--- src/rtl/wb_core_master_pkg.sv ---
// Shared types and constants for the Wishbone core-side master.
package wb_pkg;

  typedef enum logic [1:0] {
    ST_IDLE,
    ST_REQ,
    ST_WAIT,
    ST_RESP
  } wb_mst_state_e;

  localparam int unsigned WB_TIMEOUT_DEFAULT = 255;

endpackage

--- src/rtl/wb_core_master_if.sv ---
// Pipelined Wishbone B4 bus bundle; clock and reset are shared with the attached blocks.
interface wishbone_if (
  input logic clk,
  input logic rst_n
);
  logic        cyc;
  logic        stb;
  logic        we;
  logic [3:0]  sel;
  logic [31:0] addr;
  logic [31:0] data_m;
  logic [31:0] data_s;
  logic        ack;
  logic        err;
  logic        stall;

  modport master (
    input  clk, rst_n,
    output cyc, stb, we, sel, addr, data_m,
    input  data_s, ack, err, stall
  );

  modport slave (
    input  clk, rst_n,
    input  cyc, stb, we, sel, addr, data_m,
    output data_s, ack, err, stall
  );
endinterface

--- src/rtl/wb_core_master_timeout.sv ---
// Access watchdog: counts cycles while enabled, flags the cycle that reaches the limit.
module wb_timeout_ctr
  import wb_pkg::*;
#(
  parameter int unsigned TIMEOUT_CYCLES = WB_TIMEOUT_DEFAULT
) (
  input  logic clk_i,
  input  logic rst_ni,
  input  logic clear,
  input  logic enable,
  output logic expired
);
  localparam int unsigned W = $clog2(TIMEOUT_CYCLES + 1);

  logic [W-1:0] cnt;

  always_ff @(posedge clk_i or negedge rst_ni) begin
    if (!rst_ni) begin
      cnt <= '0;
    end else if (clear) begin
      cnt <= '0;
    end else if (enable) begin
      cnt <= cnt + W'(1);
    end
  end

  // Asserted during the cycle whose increment would reach the limit, so the
  // abort edge lands exactly TIMEOUT_CYCLES edges after the clearing edge.
  always_comb begin
    expired = enable && (cnt == W'(TIMEOUT_CYCLES - 1));
  end

endmodule

--- src/rtl/wb_core_master.sv ---
// Core data-port to pipelined Wishbone bridge; one outstanding access with watchdog abort.
module wb_core_master
  import wb_pkg::*;
#(
  parameter int unsigned TIMEOUT_CYCLES = WB_TIMEOUT_DEFAULT
) (
  input  logic        clk_i,
  input  logic        rst_ni,
  input  logic        data_req_i,
  input  logic        data_we_i,
  input  logic [3:0]  data_be_i,
  input  logic [31:0] data_addr_i,
  input  logic [31:0] data_wdata_i,
  output logic        data_gnt_o,
  output logic        data_rvalid_o,
  output logic [31:0] data_rdata_o,
  output logic        data_err_o,
  wishbone_if.master  wb
);

  wb_mst_state_e state;
  logic          grant;
  logic          active;
  logic          rsp_seen;
  logic          expired;

  always_comb begin
    grant    = data_req_i && ((state == ST_IDLE) || (state == ST_RESP));
    active   = (state == ST_REQ) || (state == ST_WAIT);
    // A response only counts once the strobe is accepted or already past.
    rsp_seen = (wb.ack || wb.err) &&
               (((state == ST_REQ) && !wb.stall) || (state == ST_WAIT));
  end

  assign data_gnt_o = grant;

  wb_timeout_ctr #(
    .TIMEOUT_CYCLES(TIMEOUT_CYCLES)
  ) u_timeout (
    .clk_i   (clk_i),
    .rst_ni  (rst_ni),
    .clear   (grant),
    .enable  (active),
    .expired (expired)
  );

  always_ff @(posedge clk_i or negedge rst_ni) begin
    if (!rst_ni) begin
      state         <= ST_IDLE;
      wb.cyc        <= 1'b0;
      wb.stb        <= 1'b0;
      wb.we         <= 1'b0;
      wb.sel        <= '0;
      wb.addr       <= '0;
      wb.data_m     <= '0;
      data_rvalid_o <= 1'b0;
      data_rdata_o  <= '0;
      data_err_o    <= 1'b0;
    end else begin
      data_rvalid_o <= 1'b0;
      case (state)
        ST_IDLE, ST_RESP: begin
          if (grant) begin
            state     <= ST_REQ;
            wb.cyc    <= 1'b1;
            wb.stb    <= 1'b1;
            wb.we     <= data_we_i;
            wb.sel    <= data_be_i;
            wb.addr   <= data_addr_i;
            wb.data_m <= data_wdata_i;
          end else begin
            state <= ST_IDLE;
          end
        end
        ST_REQ, ST_WAIT: begin
          if (rsp_seen) begin
            state         <= ST_RESP;
            wb.cyc        <= 1'b0;
            wb.stb        <= 1'b0;
            data_rvalid_o <= 1'b1;
            data_err_o    <= wb.err;
            data_rdata_o  <= wb.we ? '0 : wb.data_s;
          end else if (expired) begin
            state         <= ST_RESP;
            wb.cyc        <= 1'b0;
            wb.stb        <= 1'b0;
            data_rvalid_o <= 1'b1;
            data_err_o    <= 1'b1;
            data_rdata_o  <= '0;
          end else if ((state == ST_REQ) && !wb.stall) begin
            state  <= ST_WAIT;
            wb.stb <= 1'b0;
          end
        end
        default: state <= ST_IDLE;
      endcase
    end
  end

endmodule

--- src/flat_wrapper.sv ---
// flat-port wrapper written by rule: the top's interface ports become plain ports
module wb_core_master_flat import wb_pkg::*;
#(
  parameter int unsigned TIMEOUT_CYCLES = WB_TIMEOUT_DEFAULT
)
  (clk_i, rst_ni, data_req_i, data_we_i, data_be_i, data_addr_i, data_wdata_i, data_gnt_o, data_rvalid_o, data_rdata_o, data_err_o, clk, rst_n, wb_cyc, wb_stb, wb_we, wb_sel, wb_addr, wb_data_m, wb_data_s, wb_ack, wb_err, wb_stall);
  wishbone_if wb_i (.clk(clk), .rst_n(rst_n));
  input  logic clk_i;
  input  logic rst_ni;
  input  logic data_req_i;
  input  logic data_we_i;
  input  logic [3:0] data_be_i;
  input  logic [31:0] data_addr_i;
  input  logic [31:0] data_wdata_i;
  output logic data_gnt_o;
  output logic data_rvalid_o;
  output logic [31:0] data_rdata_o;
  output logic data_err_o;
  input wire logic clk;
  input wire logic rst_n;
  output wire logic [$bits(wb_i.cyc)-1:0] wb_cyc;
  output wire logic [$bits(wb_i.stb)-1:0] wb_stb;
  output wire logic [$bits(wb_i.we)-1:0] wb_we;
  output wire logic [$bits(wb_i.sel)-1:0] wb_sel;
  output wire logic [$bits(wb_i.addr)-1:0] wb_addr;
  output wire logic [$bits(wb_i.data_m)-1:0] wb_data_m;
  input wire logic [$bits(wb_i.data_s)-1:0] wb_data_s;
  input wire logic [$bits(wb_i.ack)-1:0] wb_ack;
  input wire logic [$bits(wb_i.err)-1:0] wb_err;
  input wire logic [$bits(wb_i.stall)-1:0] wb_stall;
  assign wb_cyc = wb_i.cyc;
  assign wb_stb = wb_i.stb;
  assign wb_we = wb_i.we;
  assign wb_sel = wb_i.sel;
  assign wb_addr = wb_i.addr;
  assign wb_data_m = wb_i.data_m;
  assign wb_i.data_s = wb_data_s;
  assign wb_i.ack = wb_ack;
  assign wb_i.err = wb_err;
  assign wb_i.stall = wb_stall;
  wb_core_master #(.TIMEOUT_CYCLES(TIMEOUT_CYCLES)) u_core (.clk_i(clk_i), .rst_ni(rst_ni), .data_req_i(data_req_i), .data_we_i(data_we_i), .data_be_i(data_be_i), .data_addr_i(data_addr_i), .data_wdata_i(data_wdata_i), .data_gnt_o(data_gnt_o), .data_rvalid_o(data_rvalid_o), .data_rdata_o(data_rdata_o), .data_err_o(data_err_o), .wb(wb_i));
endmodule
--- config.mk ---
export PLATFORM = sky130hd
export DESIGN_NAME = wb_core_master_flat
export DESIGN_NICKNAME = d
export VERILOG_FILES = /design/src/rtl/wb_core_master_pkg.sv /design/src/rtl/wb_core_master_if.sv /design/src/rtl/wb_core_master_timeout.sv /design/src/rtl/wb_core_master.sv /design/src/flat_wrapper.sv
export SDC_FILE = /design/constraint.sdc
export NUM_CORES = 1
export LEC_CHECK = 0
export ABC_AREA = 0
export BUFFER_PORTS_ARGS = -buffer_cell sky130_fd_sc_hd__buf_2
export CAP_MARGIN = 20
export CORE_MARGIN = 1.5
export CORE_UTILIZATION = 41
export DETAILED_ROUTE_END_ITERATION = 10
export PLACE_DENSITY_LB_ADDON = 0.1
export SLEW_MARGIN = 30
export SYNTH_ARGS = -nofsm -noshare
export SYNTH_HDL_FRONTEND = slang
export SYNTH_SLANG_ARGS = --single-unit
--- constraint.sdc ---
create_clock -name clk_i -period 1.65 [get_ports clk_i]
set_input_delay 0.4125 -clock clk_i [delete_from_list [all_inputs] [get_ports clk_i]]
set_output_delay 0.4125 -clock clk_i [all_outputs]
set_load 0.01 [all_outputs]
==> out/results.tsv <==
metric	value	unit
CP max stage delay	0.41	ns
syn_area_per_cell	15.13	um2
post-detail-place hpwl	7.242	mm
synth top area cells	dfrtp_1, mux2_2, a22o_1, buf_2, ha_1	
clock slew at reported path FFs	0.06	ns
cell area after synthesis	4388	um2
die width	106.5	um
Final min period	1.845	ns
global-route wire length before repair	16.02	mm
Slew HR	68.29	%
Initial DRC Count	77	
pwr/cell area	2106	nW/um2
Final nets	644	
RSZ-0062 raised after global routing	yes	
Peak VDD IR	0.8957	mV
violated checks	negative setup slack	
Yosys top cell area share	65.58	%
core area	10370	um2
critical path launch point type	flop	
total wire length	10.20	mm
Tot GR Track Use	18.64	%
fmax	0.5421	GHz
Ports	215	
initial core utilization	42.31	%
Synth cell types	26	
Via-to-Cell Ratio	4.725	
Cell Chain, Critical Path	ha_4, nand2_4, inv_4, buf_6	
Mapped Cells	290	
WP data required	1.24	ns
Num CTS Buffers	17	
latest clock arrival within the worst-skew pair	0.51	ns
grt total ovfl	0	
DP Cell Count	642	
Tcrit/Tclk final	111.8	%
CTS tree	yes	
Synth area leader	dfrtp_1	
r2r setup slk	-0.18	ns
IO buf count	212	
clk_skew	0.008236	ns
final hold vios	0	
type of the most critical hold path	in2reg	
Synth Net Count	403	
Pleak	3.266	nW
outcome	finished, violations left	
chip height	106.5	um
routability congestion estimate from global placement	0.7558	
vias in the first global route	3258	
H-tree depth	4	
final instance count without filler cells	680	
final max-slew violation count	0	
Yosys reg bits	115	
Max-Cap Viols	0	
Arr. time, crit path	1.43	ns
number of clock sinks	115	
via count of the routed design	3213	
initial antenna violation count	0	
Critical-path top delay cell	dfrtp_1	
Synth Warn #	0	
largest net degree at the start of global routing	40	
Antenna Nets Post-Route	0	
routed len/inst	15.00	um
share of layout cells above drive strength 1	63.60	%
diode count	0	
Core Rows	37	
crit-path max FO	2	
DRT Pass-1 Iters	4	
crit path kind	reg2out	
DRC viols	0	
PnR worst setup slack	-0.1948	ns
final setup violation count	66	
total power	0.01365	W
CTS Buffer Depth	2	
actual slew at the worst max-slew pin	0.4747	ns
post-synthesis sequential area ratio	65.58	%
Die Area	11330	um2
clk root buf	clkbuf_8	
Critical Path End Type	primary output	
Syn-to-layout area delta	47.65	%
## cells in the final DEF (no fill, tap or decap), types with 3 or more instances in the layout
cell type,count
clkinvlp_4,3
clkbuf_16,16
nor2_1,4
clkinv_2,4
a21oi_1,6
mux2_2,69
nand3_1,4
dfrtp_1,115
a22o_1,32
nand2_1,8
o21ai_0,7
buf_4,16
inv_1,4
buf_2,210
clkbuf_8,5
buf_12,6
buf_6,3
## power breakdown
group / total [W] / internal, W / switching [W]
registers: 0.00473 / 0.00411 / 0.000617
logic: 0.00542 / 0.00291 / 0.00251
clock network: 0.00350 / 0.00229 / 0.00121
## Yosys cell counts
cell type  number
dfrtp_1       115
and4_4          1
and4_1          1
buf_6           3
o22ai_1         1
nand2_1         9
o21bai_4        1
mux2_2         69
inv_2           1
nor3_1          3
mux2i_1         2
xor2_1          2
inv_1           5
nand2b_1        2
nor2b_1         2
a22o_1         32
o31ai_1         1
nand3_1         4
clkbuf_1        2
nor2_1          4
buf_2          10
ha_1            4
o21ai_0         7
o21a_1          1
o22a_1          2
a21oi_1         6
## critical path, delay by kind of cell (launching register included)
kind	cells	cell delay, ns
simple gates	1	0.05
fa+ha+maj	1	0.30
buf+inv	2	0.17
flops	1	0.41
## repair_timing
| action | CTS | global route |
|---|---|---|
| hold buffers | 1 | 0 |
| setup endpoints to repair | 97 | 105 |
| pin swaps | 5 | 1 |
| resized for setup | 13 | 3 |
| cloned | 2 | 0 |
| setup buffers | 4 | 0 |
| hold endpoints to repair | 25 | 0 |
## state kept, by name, indices dropped and copies added (netlist names)
| register | cells |
|---|---|
| u_core.data_err_o | 1 |
| u_core.data_rdata_o | 32 |
| u_core.data_rvalid_o | 1 |
| u_core.state | 2 |
| u_core.u_timeout.cnt | 8 |
| u_core.wb.addr | 32 |
| u_core.wb.cyc | 1 |
| u_core.wb.data_m | 32 |
| u_core.wb.sel | 4 |
| u_core.wb.stb | 1 |
| u_core.wb.we | 1 |
## final timing paths
kind,endpoint,start,cells after the start
worst min-delay path,u_core.data_rdata_o[6],wb_data_s[6],2
worst max-delay path,data_gnt_o,u_core.state[1],4
worst min register to register,u_core.u_timeout.cnt[7],u_core.u_timeout.cnt[7],1
min in group asynchronous,u_core.wb.addr[11],rst_ni,2
worst max register to register,u_core.wb.addr[9],u_core.state[1],6
max in group asynchronous,u_core.data_rdata_o[29],rst_ni,3
## metal layers
| metal | part of all wire, % | GRT usage [%] | vias up |
|---|---|---|---|
| li1 | - | - | 1534 |
| met1 | 43 | 22.93 | 1504 |
| met2 | 46 | 29.35 | 157 |
| met3 | 8.3 | 6.315 | 18 |
| met4 | 2.3 | 9.238 | 0 |
| met5 | 0 | 0 | - |
## kinds of logic (layout without fill, tap and decap cells)
family,count (synthesis),count (layout),share of synthesized area [%]
simple gates,26,26,2.937
compound gates,51,51,9.182
xor+xnor,2,2,0.3993
flops,115,115,65.58
mux,71,71,18.16
buf+inv,21,275,2.595
fa+ha+maj,4,4,1.141
## final cells by class
class                           count  area (um2)
Inverter                            6       25.02
Clock buffer                       23       476.7
Timing Repair Buffer              237        1368
Tap cell                          136       170.2
Clock inverter                      9       102.6
Multi-Input combinational cell    154        1459
Fill cell                         812        3891
Sequential cell                   115        2878
## per-stage QoR
step / hold WS [ns] / cell area [um2] / utilization (%) / worst slack (ns) / setup TNS (ns)
finish: 0.1162 / 6479 / 62.48 / -0.1948 / -4.751
global route: 0.09008 / 6479 / 62.48 / -0.2514 / -10.11
CTS: 0.08294 / 6465 / 62.34 / -0.2198 / -4.887
detailed placement: 0.3689 / 5753 / 55.48 / -0.03740 / -1.527
global placement: 0.3712 / 5753 / 55.48 / -0.006818 / -0.04825
floorplan: 0.1169 / 4410 / - / 0.0003254 / 0
Power figures use the tool's default switching activity.
